**src/rtl/data_memory_controller_pkg.sv**
```systemverilog
// Shared definitions for the data memory controller: RV32 load/store funct3
// codes, the controller state encoding and access-size decoding helpers.
package mem_ctrl_pkg;

  localparam logic [2:0] F3_B  = 3'b000;
  localparam logic [2:0] F3_H  = 3'b001;
  localparam logic [2:0] F3_W  = 3'b010;
  localparam logic [2:0] F3_BU = 3'b100;
  localparam logic [2:0] F3_HU = 3'b101;

  typedef enum logic [1:0] {
    IDLE = 2'd0,
    RD   = 2'd1,
    WR   = 2'd2,
    DONE = 2'd3
  } state_t;

  typedef enum logic [1:0] {
    SZ_BYTE = 2'd0,
    SZ_HALF = 2'd1,
    SZ_WORD = 2'd2
  } size_t;

  // Unlisted funct3 codes (011/110/111) fall through to a full-word access.
  function automatic size_t access_size(input logic [2:0] funct3);
    case (funct3)
      F3_B, F3_BU: return SZ_BYTE;
      F3_H, F3_HU: return SZ_HALF;
      default:     return SZ_WORD;
    endcase
  endfunction

  // Halfwords must sit on an even byte, words on a word boundary.
  function automatic logic is_misaligned(input size_t size, input logic [1:0] offset);
    return ((size == SZ_HALF) && offset[0]) ||
           ((size == SZ_WORD) && (offset != 2'b00));
  endfunction

endpackage

```
**src/rtl/data_memory_controller_if.sv**
```systemverilog
// Word-organised data memory bus. The controller is the master; the memory
// answers with readdata and holds busywait high until an access completes.
interface mem_bus_if #(
  parameter int ADDR_WIDTH = 6
);

  logic                  mem_read;
  logic                  mem_write;
  logic [ADDR_WIDTH-1:0] mem_address;
  logic [31:0]           mem_writedata;
  logic [31:0]           mem_readdata;
  logic                  mem_busywait;

  modport master (
    output mem_read, mem_write, mem_address, mem_writedata,
    input  mem_readdata, mem_busywait
  );

  modport slave (
    input  mem_read, mem_write, mem_address, mem_writedata,
    output mem_readdata, mem_busywait
  );

endinterface

```
**src/rtl/data_memory_controller_load_store_align.sv**
```systemverilog
// Byte/halfword lane handling between the CPU and a word-only memory:
// extracts and extends load lanes, and merges store lanes into a read word.
module load_store_align
  import mem_ctrl_pkg::*;
(
  input  logic [1:0]  offset,
  input  logic [2:0]  funct3,
  input  logic [31:0] mem_word,
  input  logic [31:0] store_data,
  output logic [31:0] load_data,
  output logic [31:0] store_word
);

  size_t       size;
  logic [7:0]  byte_lane;
  logic [15:0] half_lane;

  assign size      = access_size(funct3);
  assign byte_lane = mem_word[{offset, 3'b000} +: 8];
  assign half_lane = mem_word[{offset[1], 4'b0000} +: 16];

  // Select the addressed lane for loads and splice the store lane into the old word.
  always_comb begin
    // NOTE: both outputs get a default before the case so no path leaves them unassigned, which would infer a latch.
    load_data  = mem_word;
    store_word = store_data;
    case (size)
      SZ_BYTE: begin
        load_data  = (funct3 == F3_BU) ? {24'h0, byte_lane} : {{24{byte_lane[7]}}, byte_lane};
        store_word = mem_word;
        store_word[{offset, 3'b000} +: 8] = store_data[7:0];
      end
      SZ_HALF: begin
        load_data  = (funct3 == F3_HU) ? {16'h0, half_lane} : {{16{half_lane[15]}}, half_lane};
        store_word = mem_word;
        store_word[{offset[1], 4'b0000} +: 16] = store_data[15:0];
      end
      default: ;
    endcase
  end

endmodule

```
**src/rtl/data_memory_controller.sv**
```systemverilog
// MEM-stage data memory controller: turns CPU loads/stores into word
// accesses on mem_bus_if, stalls the pipeline while the memory is busy and
// performs read-modify-write for SB/SH.
// Optional build macro MISALIGN_TRAP_EN adds the registered 'misaligned'
// output and skips the memory for misaligned halfword/word requests.
module data_memory_controller
  import mem_ctrl_pkg::*;
#(
  parameter int ADDR_WIDTH = 6
) (
  input  logic        clock,
  input  logic        reset,
  input  logic        cpu_read,
  input  logic        cpu_write,
  input  logic [2:0]  cpu_funct3,
  input  logic [31:0] cpu_address,
  input  logic [31:0] cpu_writedata,
  output logic [31:0] cpu_readdata,
  output logic        cpu_busywait,
  mem_bus_if.master   mem
`ifdef MISALIGN_TRAP_EN
  ,
  output logic        misaligned
`endif
);

  state_t                state, state_n;
  logic [1:0]            off_q, off_n;
  logic [2:0]            f3_q, f3_n;
  logic                  store_q, store_n;
  logic                  rd_n, wr_n;
  logic [ADDR_WIDTH-1:0] addr_n;
  logic [31:0]           wdata_n, rdata_n;
  logic                  req_valid;
  size_t                 req_size;
  logic                  trap_c;
  logic [31:0]           load_data, store_word;
  logic                  unused_addr_hi;

  assign req_valid      = cpu_read ^ cpu_write;
  assign req_size       = access_size(cpu_funct3);
  assign unused_addr_hi = ^cpu_address[31:ADDR_WIDTH+2];

`ifdef MISALIGN_TRAP_EN
  logic mis_n;
  assign trap_c = is_misaligned(req_size, cpu_address[1:0]);
`else
  assign trap_c = 1'b0;
`endif

  load_store_align u_align (
    .offset     (off_q),
    .funct3     (f3_q),
    .mem_word   (mem.mem_readdata),
    .store_data (cpu_writedata),
    .load_data  (load_data),
    .store_word (store_word)
  );

  // Next-state and next-output logic; every registered output is computed here.
  always_comb begin
    state_n      = state;
    off_n        = off_q;
    f3_n         = f3_q;
    store_n      = store_q;
    rd_n         = mem.mem_read;
    wr_n         = mem.mem_write;
    addr_n       = mem.mem_address;
    wdata_n      = mem.mem_writedata;
    rdata_n      = cpu_readdata;
    cpu_busywait = 1'b0;
`ifdef MISALIGN_TRAP_EN
    mis_n        = misaligned;
`endif
    case (state)
      IDLE: begin
        if (req_valid) begin
          cpu_busywait = 1'b1;
          off_n        = cpu_address[1:0];
          f3_n         = cpu_funct3;
          store_n      = cpu_write;
          addr_n       = cpu_address[ADDR_WIDTH+1:2];
          if (trap_c) begin
            state_n = DONE;
`ifdef MISALIGN_TRAP_EN
            mis_n   = 1'b1;
`endif
          end else if (cpu_read || (req_size != SZ_WORD)) begin
            state_n = RD;
            rd_n    = 1'b1;
          end else begin
            state_n = WR;
            wr_n    = 1'b1;
            wdata_n = cpu_writedata;
          end
        end
      end
      RD: begin
        cpu_busywait = 1'b1;
        if (!mem.mem_busywait) begin
          rd_n = 1'b0;
          if (store_q) begin
            state_n = WR;
            wr_n    = 1'b1;
            wdata_n = store_word;
          end else begin
            state_n = DONE;
            rdata_n = load_data;
          end
        end
      end
      WR: begin
        cpu_busywait = 1'b1;
        if (!mem.mem_busywait) begin
          state_n = DONE;
          wr_n    = 1'b0;
        end
      end
      default: begin
        state_n = IDLE;
`ifdef MISALIGN_TRAP_EN
        mis_n   = 1'b0;
`endif
      end
    endcase
    if (reset) cpu_busywait = 1'b0;
  end

  // State and registered outputs; reset abandons any access in flight.
  always_ff @(posedge clock) begin
    // NOTE: sequential state uses non-blocking assignments so every register samples pre-edge values.
    if (reset) begin
      state             <= IDLE;
      off_q             <= 2'b00;
      f3_q              <= 3'b000;
      store_q           <= 1'b0;
      mem.mem_read      <= 1'b0;
      mem.mem_write     <= 1'b0;
      mem.mem_address   <= '0;
      mem.mem_writedata <= 32'h0;
      cpu_readdata      <= 32'h0;
`ifdef MISALIGN_TRAP_EN
      misaligned        <= 1'b0;
`endif
    end else begin
      state             <= state_n;
      off_q             <= off_n;
      f3_q              <= f3_n;
      store_q           <= store_n;
      mem.mem_read      <= rd_n;
      mem.mem_write     <= wr_n;
      mem.mem_address   <= addr_n;
      mem.mem_writedata <= wdata_n;
      cpu_readdata      <= rdata_n;
`ifdef MISALIGN_TRAP_EN
      misaligned        <= mis_n;
`endif
    end
  end

endmodule

```
**src/flat_wrapper.sv**
```systemverilog
// flat-port wrapper written by rule: the top's interface ports become plain ports
module data_memory_controller_flat import mem_ctrl_pkg::*;
#(
  parameter int ADDR_WIDTH = 6
)
  (clock, reset, cpu_read, cpu_write, cpu_funct3, cpu_address, cpu_writedata, cpu_readdata, cpu_busywait, mem_mem_read, mem_mem_write, mem_mem_address, mem_mem_writedata, mem_mem_readdata, mem_mem_busywait);
  mem_bus_if #(.ADDR_WIDTH(ADDR_WIDTH)) mem_i ();
  input  logic clock;
  input  logic reset;
  input  logic cpu_read;
  input  logic cpu_write;
  input  logic [2:0] cpu_funct3;
  input  logic [31:0] cpu_address;
  input  logic [31:0] cpu_writedata;
  output logic [31:0] cpu_readdata;
  output logic cpu_busywait;
  output wire logic [$bits(mem_i.mem_read)-1:0] mem_mem_read;
  output wire logic [$bits(mem_i.mem_write)-1:0] mem_mem_write;
  output wire logic [$bits(mem_i.mem_address)-1:0] mem_mem_address;
  output wire logic [$bits(mem_i.mem_writedata)-1:0] mem_mem_writedata;
  input wire logic [$bits(mem_i.mem_readdata)-1:0] mem_mem_readdata;
  input wire logic [$bits(mem_i.mem_busywait)-1:0] mem_mem_busywait;
  assign mem_mem_read = mem_i.mem_read;
  assign mem_mem_write = mem_i.mem_write;
  assign mem_mem_address = mem_i.mem_address;
  assign mem_mem_writedata = mem_i.mem_writedata;
  assign mem_i.mem_readdata = mem_mem_readdata;
  assign mem_i.mem_busywait = mem_mem_busywait;
  data_memory_controller #(.ADDR_WIDTH(ADDR_WIDTH)) u_core (.clock(clock), .reset(reset), .cpu_read(cpu_read), .cpu_write(cpu_write), .cpu_funct3(cpu_funct3), .cpu_address(cpu_address), .cpu_writedata(cpu_writedata), .cpu_readdata(cpu_readdata), .cpu_busywait(cpu_busywait), .mem(mem_i));
endmodule
```
**config.mk**
```make
export PLATFORM = sky130hd
export DESIGN_NAME = data_memory_controller_flat
export DESIGN_NICKNAME = d
export VERILOG_FILES = /design/src/rtl/data_memory_controller_pkg.sv /design/src/rtl/data_memory_controller_if.sv /design/src/rtl/data_memory_controller_load_store_align.sv /design/src/rtl/data_memory_controller.sv /design/src/flat_wrapper.sv
export SDC_FILE = /design/constraint.sdc
export NUM_CORES = 1
export LEC_CHECK = 0
export BUFFER_PORTS_ARGS = -buffer_cell sky130_fd_sc_hd__buf_2
export CORE_ASPECT_RATIO = 1.75
export CORE_UTILIZATION = 45
export CTS_BUF_LIST = sky130_fd_sc_hd__clkbuf_4 sky130_fd_sc_hd__clkbuf_8
export DETAILED_ROUTE_END_ITERATION = 10
export PLACE_DENSITY = 0.78
export SLEW_MARGIN = 20
export SYNTH_ARGS = -nofsm -noshare
export SYNTH_HDL_FRONTEND = slang
export SYNTH_SLANG_ARGS = --single-unit
```
**constraint.sdc**
```tcl
create_clock -name clock -period 5.6 [get_ports clock]
set_input_delay 0.56 -clock clock [delete_from_list [all_inputs] [get_ports clock]]
set_output_delay 0.56 -clock clock [all_outputs]
set_load 0.05 [all_outputs]
```
# == Word-level counts from Yosys, hierarchy flattened ==
# Cells that the tools add are included.
# op_classes
n_addsub,2
n_eq_ne,16
n_shift,6
n_mux,31
bitwise_logic,3
reduce_logical,18
# op_table
operator,n
$mux W32,6
$pmux W32 S2,3
$bwmux W32,2
$shift A16 B7 Y32 const A,1
$shift A8 B7 Y32 const A,1
$shiftx A16 B7 Y32,1
$shiftx A32 B6 Y16,1
$shiftx A32 B6 Y8,1
$shiftx A8 B7 Y32,1
$neg A5 Y7,2
$eq A3 B3 Y1 const B,4
$mux W1,10
$reduce_or A2 Y1,5
$mux W2,4
$ne A2 B2 Y1 const B,4
$pmux W2 S2,2
$eq A3 B1 Y1 const B,2
$logic_not A3 Y1,2
$ne A2 B1 Y1 const B,3
$pmux W2 S3,1
$reduce_and A3 Y1,2
$reduce_and A6 Y1,1
$reduce_and A5 Y1,1
$eq A2 B1 Y1 const B,2
11 further kinds,14
# totals
ff_bits,80
inputBits,104
wordCells,85

# == Longest topological paths before layout ==
# depth
word_depth,8
mapped_depth,9
ltp_nobuf,6

# == Cells and area by module ==
# From an unflattened synthesis, not the netlist that was laid out.
# hier_totals
hier_cells,644
hier_area_um2,5232.5
# modules_own_cells
mod,instances,cells_per_inst,area_each_um2
data_memory_controller,1,386,3557.2
load_store_align,1,258,1675.4

# == Worst setup path after synthesis ==
# OpenSTA, ideal clock, no wires.
# synth_timing
kind,input to output
startpoint,in cpu_write
endpoint,out cpu_busywait
arrival_ns,2.349
required_ns,5.040
setup_slack_ns,2.691
stages,4
cell_sequence,xor2_1 -> nand2_1 -> clkbuf_1 -> a211oi_1
# synth_between
elab_chain_len,4
# synth_lines
element,line,text
from (decl),flat_wrapper.sv:11,input logic cpu_write;
$xor A1 B1 Y1,data_memory_controller.sv:40,assign req_valid = cpu_read ^ cpu_write;
$mux W1,data_memory_controller.sv:77,if (req_valid) begin
$pmux W1 S2,data_memory_controller.sv:75,case (state)
$mux W1,data_memory_controller.sv:126,if (reset) cpu_busywait = 1'b0;
to (decl),flat_wrapper.sv:16,output logic cpu_busywait;
# No other way between the ends.

# == Worst setup path after layout ==
# layout_timing
startpoint,reg u_core.state[0]
endpoint,out cpu_busywait
# layout_between
elab_chain_len,4
word_cells_on_any_way,6
cone_classes,2 x eq/ne; 2 x mux; 2 x reduce/logical
# layout_lines
element,line,text
from (decl),data_memory_controller.sv:27,"state_t state, state_n;"
from (signal assigned),data_memory_controller.sv:146,state <= state_n;
$eq A2 B1 Y1 or $eq A2 B2 Y1 (tied branches),data_memory_controller.sv:75,
$reduce_or A2 Y1 (no line),n/a,
$pmux W1 S2 (*),data_memory_controller.sv:75,
$mux W1 (*),data_memory_controller.sv:126,
# Every way passes the cells marked *; elsewhere a longest branch is shown, timed or not.

==> run metrics <==
first-pass GRT wire length=26.4 mm; routed vias=5285; die span in y=140 µm; area grow syn2layout=20.7%; Netlist cell types=59; Worst Path Required=5.04 ns; setup TNS=0 ns; Fmax achieved=322 MHz; Final #Nets=798; vias per std cell=6.48; status=complete, no violations; Pre-antenna DRT Iters=6; Chip Width=80.6 µm; Pins Over Slew Limit=0; NetSw=1510 µW; die area=0.0112 mm²; fraction of registers with async set/reset=0%; root buffer cell=clkbuf_8; RD Place Congestion=0.961; core area=0.0104 mm²; vias in the first global route=5058; Worst VDD drop=0.410 mV; Final Hold Viols=0; clock sinks=80; Worst Max-Slew Pin Slew=0.916 ns; grt ovf=0; detailed router's first-iteration violation count=443; Num CTS Buffers=9; Rel. slew slack=38.8%; pre-CTS setup slack=2.73 ns; Post-CTS Hold Fix Bufs=0; Final Skew=0.0105 ns; Antenna diodes=0; initial antenna violation count=0; reg2reg path depth=6; Leak=0.00240 µW; ratio of final minimum period to clock period=55.5%; post-route setup slack=2.49 ns; PD cells=518 mW/mm²; worst skew pair latency=0.37 ns; site row count=49; area of the multi-input gates=0.00294 mm²; number of synthesized flops with an enable pin=0; setup bufs post-CTS=0; Synth Register Bits=80; reg2reg end=u_core.mem.mem_writedata[21]; leading area contributor after synthesis=dfxtp_1; dominant synthesized flop cell=dfxtp_1; DP HPWL=12.5 mm; clock power share=17.1%; Max Root-Sink Buffers=2; Worst-path clk slew=0.09 ns; io pins=177; share of Yosys cell area claimed by the top area cell type=32.9%; crit path time final=3.11 ns; DRC=0; HP Class=in2reg; Reg2Reg Launch Point=u_core.off_q[0]; reg2reg setup slack=2.66 ns; crit start category=register; IO Port Bufs=152; synth cell count leaders=dfxtp_1 (80), a211oi_1 (48), a21oi_1 (48); Synth Warn #=0; top cells by area, synth=dfxtp_1 (33%), a211oi_1 (7.4%), a21oi_1 (4.9%), mux2i_1 (3.7%), a22oi_1 (3.5%); Wirelength per Cell=21.1 µm; GRT Util Overall=31.1%; P_int=1530 µW; post-cts resize count=0; register area share after synthesis=32.9%; switching share of power=49.7%; post-route ant nets=0; filler instances=999; # Max-Cap Violations=0; final core utilization=56.3%; H-tree levels=3; post-synth design cell area=0.00486 mm²; Storage cell area=0.00160 mm²; Synth Instances=566; synthesized net count=679; Max FO, Critical Path=20; Crit. End Element=output port; power share of the sequential group=27.0%; worst setup path end=cpu_busywait; critical path arrival=2.55 ns; Total Wirelength=17.2 mm; Crit Path Class=reg2out; CTS tree=done; CP Launch Point=u_core.state[0]; Syn Area/Cell=8.59 µm²; initial core utilization=46.7%; most frequent cell after synthesis=dfxtp_1; largest net degree at the start of global routing=76; share of layout cells above drive strength 1=30.5%; # setup viols final=0; Logic pwr share=56.0%; RSZ-0062 raised after global routing=false
state kept, by name (all words and copies together) (netlist names):
signal,cells
u_core.mem.mem_address,6
u_core.store_q,1
u_core.cpu_readdata,32
u_core.mem.mem_read,1
u_core.mem.mem_write,1
u_core.state,2
u_core.f3_q,3
u_core.mem.mem_writedata,32
u_core.off_q,2
logic make-up (layout without fill, tap and decap cells):
family	Yosys count	in the layout	share of synthesized area (%)
and+or+nand+nor	149	149	16.0
buffers and inverters	77	200	6.71
muxes	29	29	7.87
xor gates and xnor gates	1	1	0.180
adders and majority gates	9	9	2.31
AOI/OAI and AO/OA	221	221	34.0
DFF	80	80	32.9
area by class of cell:
type | instances | share of cell area [%]
clock buffer | 10 | 2.24
clock inverter | 5 | 1.81
inverter | 23 | 1.47
multi-input combinational | 409 | 50.2
sequential | 80 | 27.3
tap | 127 | 2.71
timing repair buffer | 162 | 14.3
cells in the final DEF, fill, tap and decap left out, drive strengths merged, types with 2 or more instances in the layout:
cell type,n
a2111oi,7
a211oi,49
a21oi,48
a221o,7
a221oi,9
a22o,14
a22oi,23
a2bb2oi,15
a311oi,16
a31o,5
and3,9
buf,162
bufinv,3
clkbuf,10
clkinv,2
dfxtp,80
ha,9
inv,22
mux2,4
mux2i,18
mux4,7
nand2,46
nand2b,5
nand3,12
nand3b,3
nor2,35
nor2b,13
nor3,10
nor3b,2
nor4,2
nor4b,3
o21ai,13
o22ai,8
or3,2
how the worst min path moves through the flow:
stage | from | to | slack [ns] | cells past startpoint
floorplan | u_core.f3_q[2] | u_core.f3_q[2] | 0.46 | 2
global placement | u_core.cpu_readdata[0] | u_core.cpu_readdata[0] | 0.43 | 2
detailed placement | u_core.cpu_readdata[0] | u_core.cpu_readdata[0] | 0.44 | 2
CTS | cpu_address[7] | u_core.mem.mem_address[5] | 0.43 | 3
global route | cpu_address[7] | u_core.mem.mem_address[5] | 0.43 | 3
finish | cpu_address[6] | u_core.mem.mem_address[4] | 0.43 | 3
layer usage:
metal  share of wire (%)  track usage [%]  wire length [µm]
met1                  36             32.7              6110
met2                  51             53.9              8720
met3                 7.2             6.43              1240
met4                 6.6             20.8              1130
met5                   0                0                 0
critical path: stages, from the launching register on:
cell and delay, ns:
dfxtp_1 0.35, inv_1 0.09, ha_1 0.64, nand2_1 0.47, a211oi_1 0.33, buf_2 0.30
power by group through the flow:
stage | combinational, µW | sequential [µW] | clock, µW
final | 1700 | 819 | 518
after global routing | 1810 | 838 | 548
after CTS | 1680 | 818 | 524
after detailed placement | 1680 | 829 | 0
after global placement | 1650 | 825 | 0
after floorplan | 848 | 1270 | 0
per-stage QoR:
| step | area [µm²] | power (µW) | instances | hold WS (ns) |
|---|---|---|---|---|
| after floorplan | 4860 | 2120 | 566 | 0.459 |
| after global placement | 5620 | 2470 | 800 | 0.435 |
| after detailed placement | 5620 | 2510 | 800 | 0.443 |
| after CTS | 5860 | 3020 | 815 | 0.428 |
| after global routing | 5870 | 3200 | 816 | 0.427 |
| final | 5870 | 3040 | 816 | 0.432 |
Power figures use the tool's default switching activity.
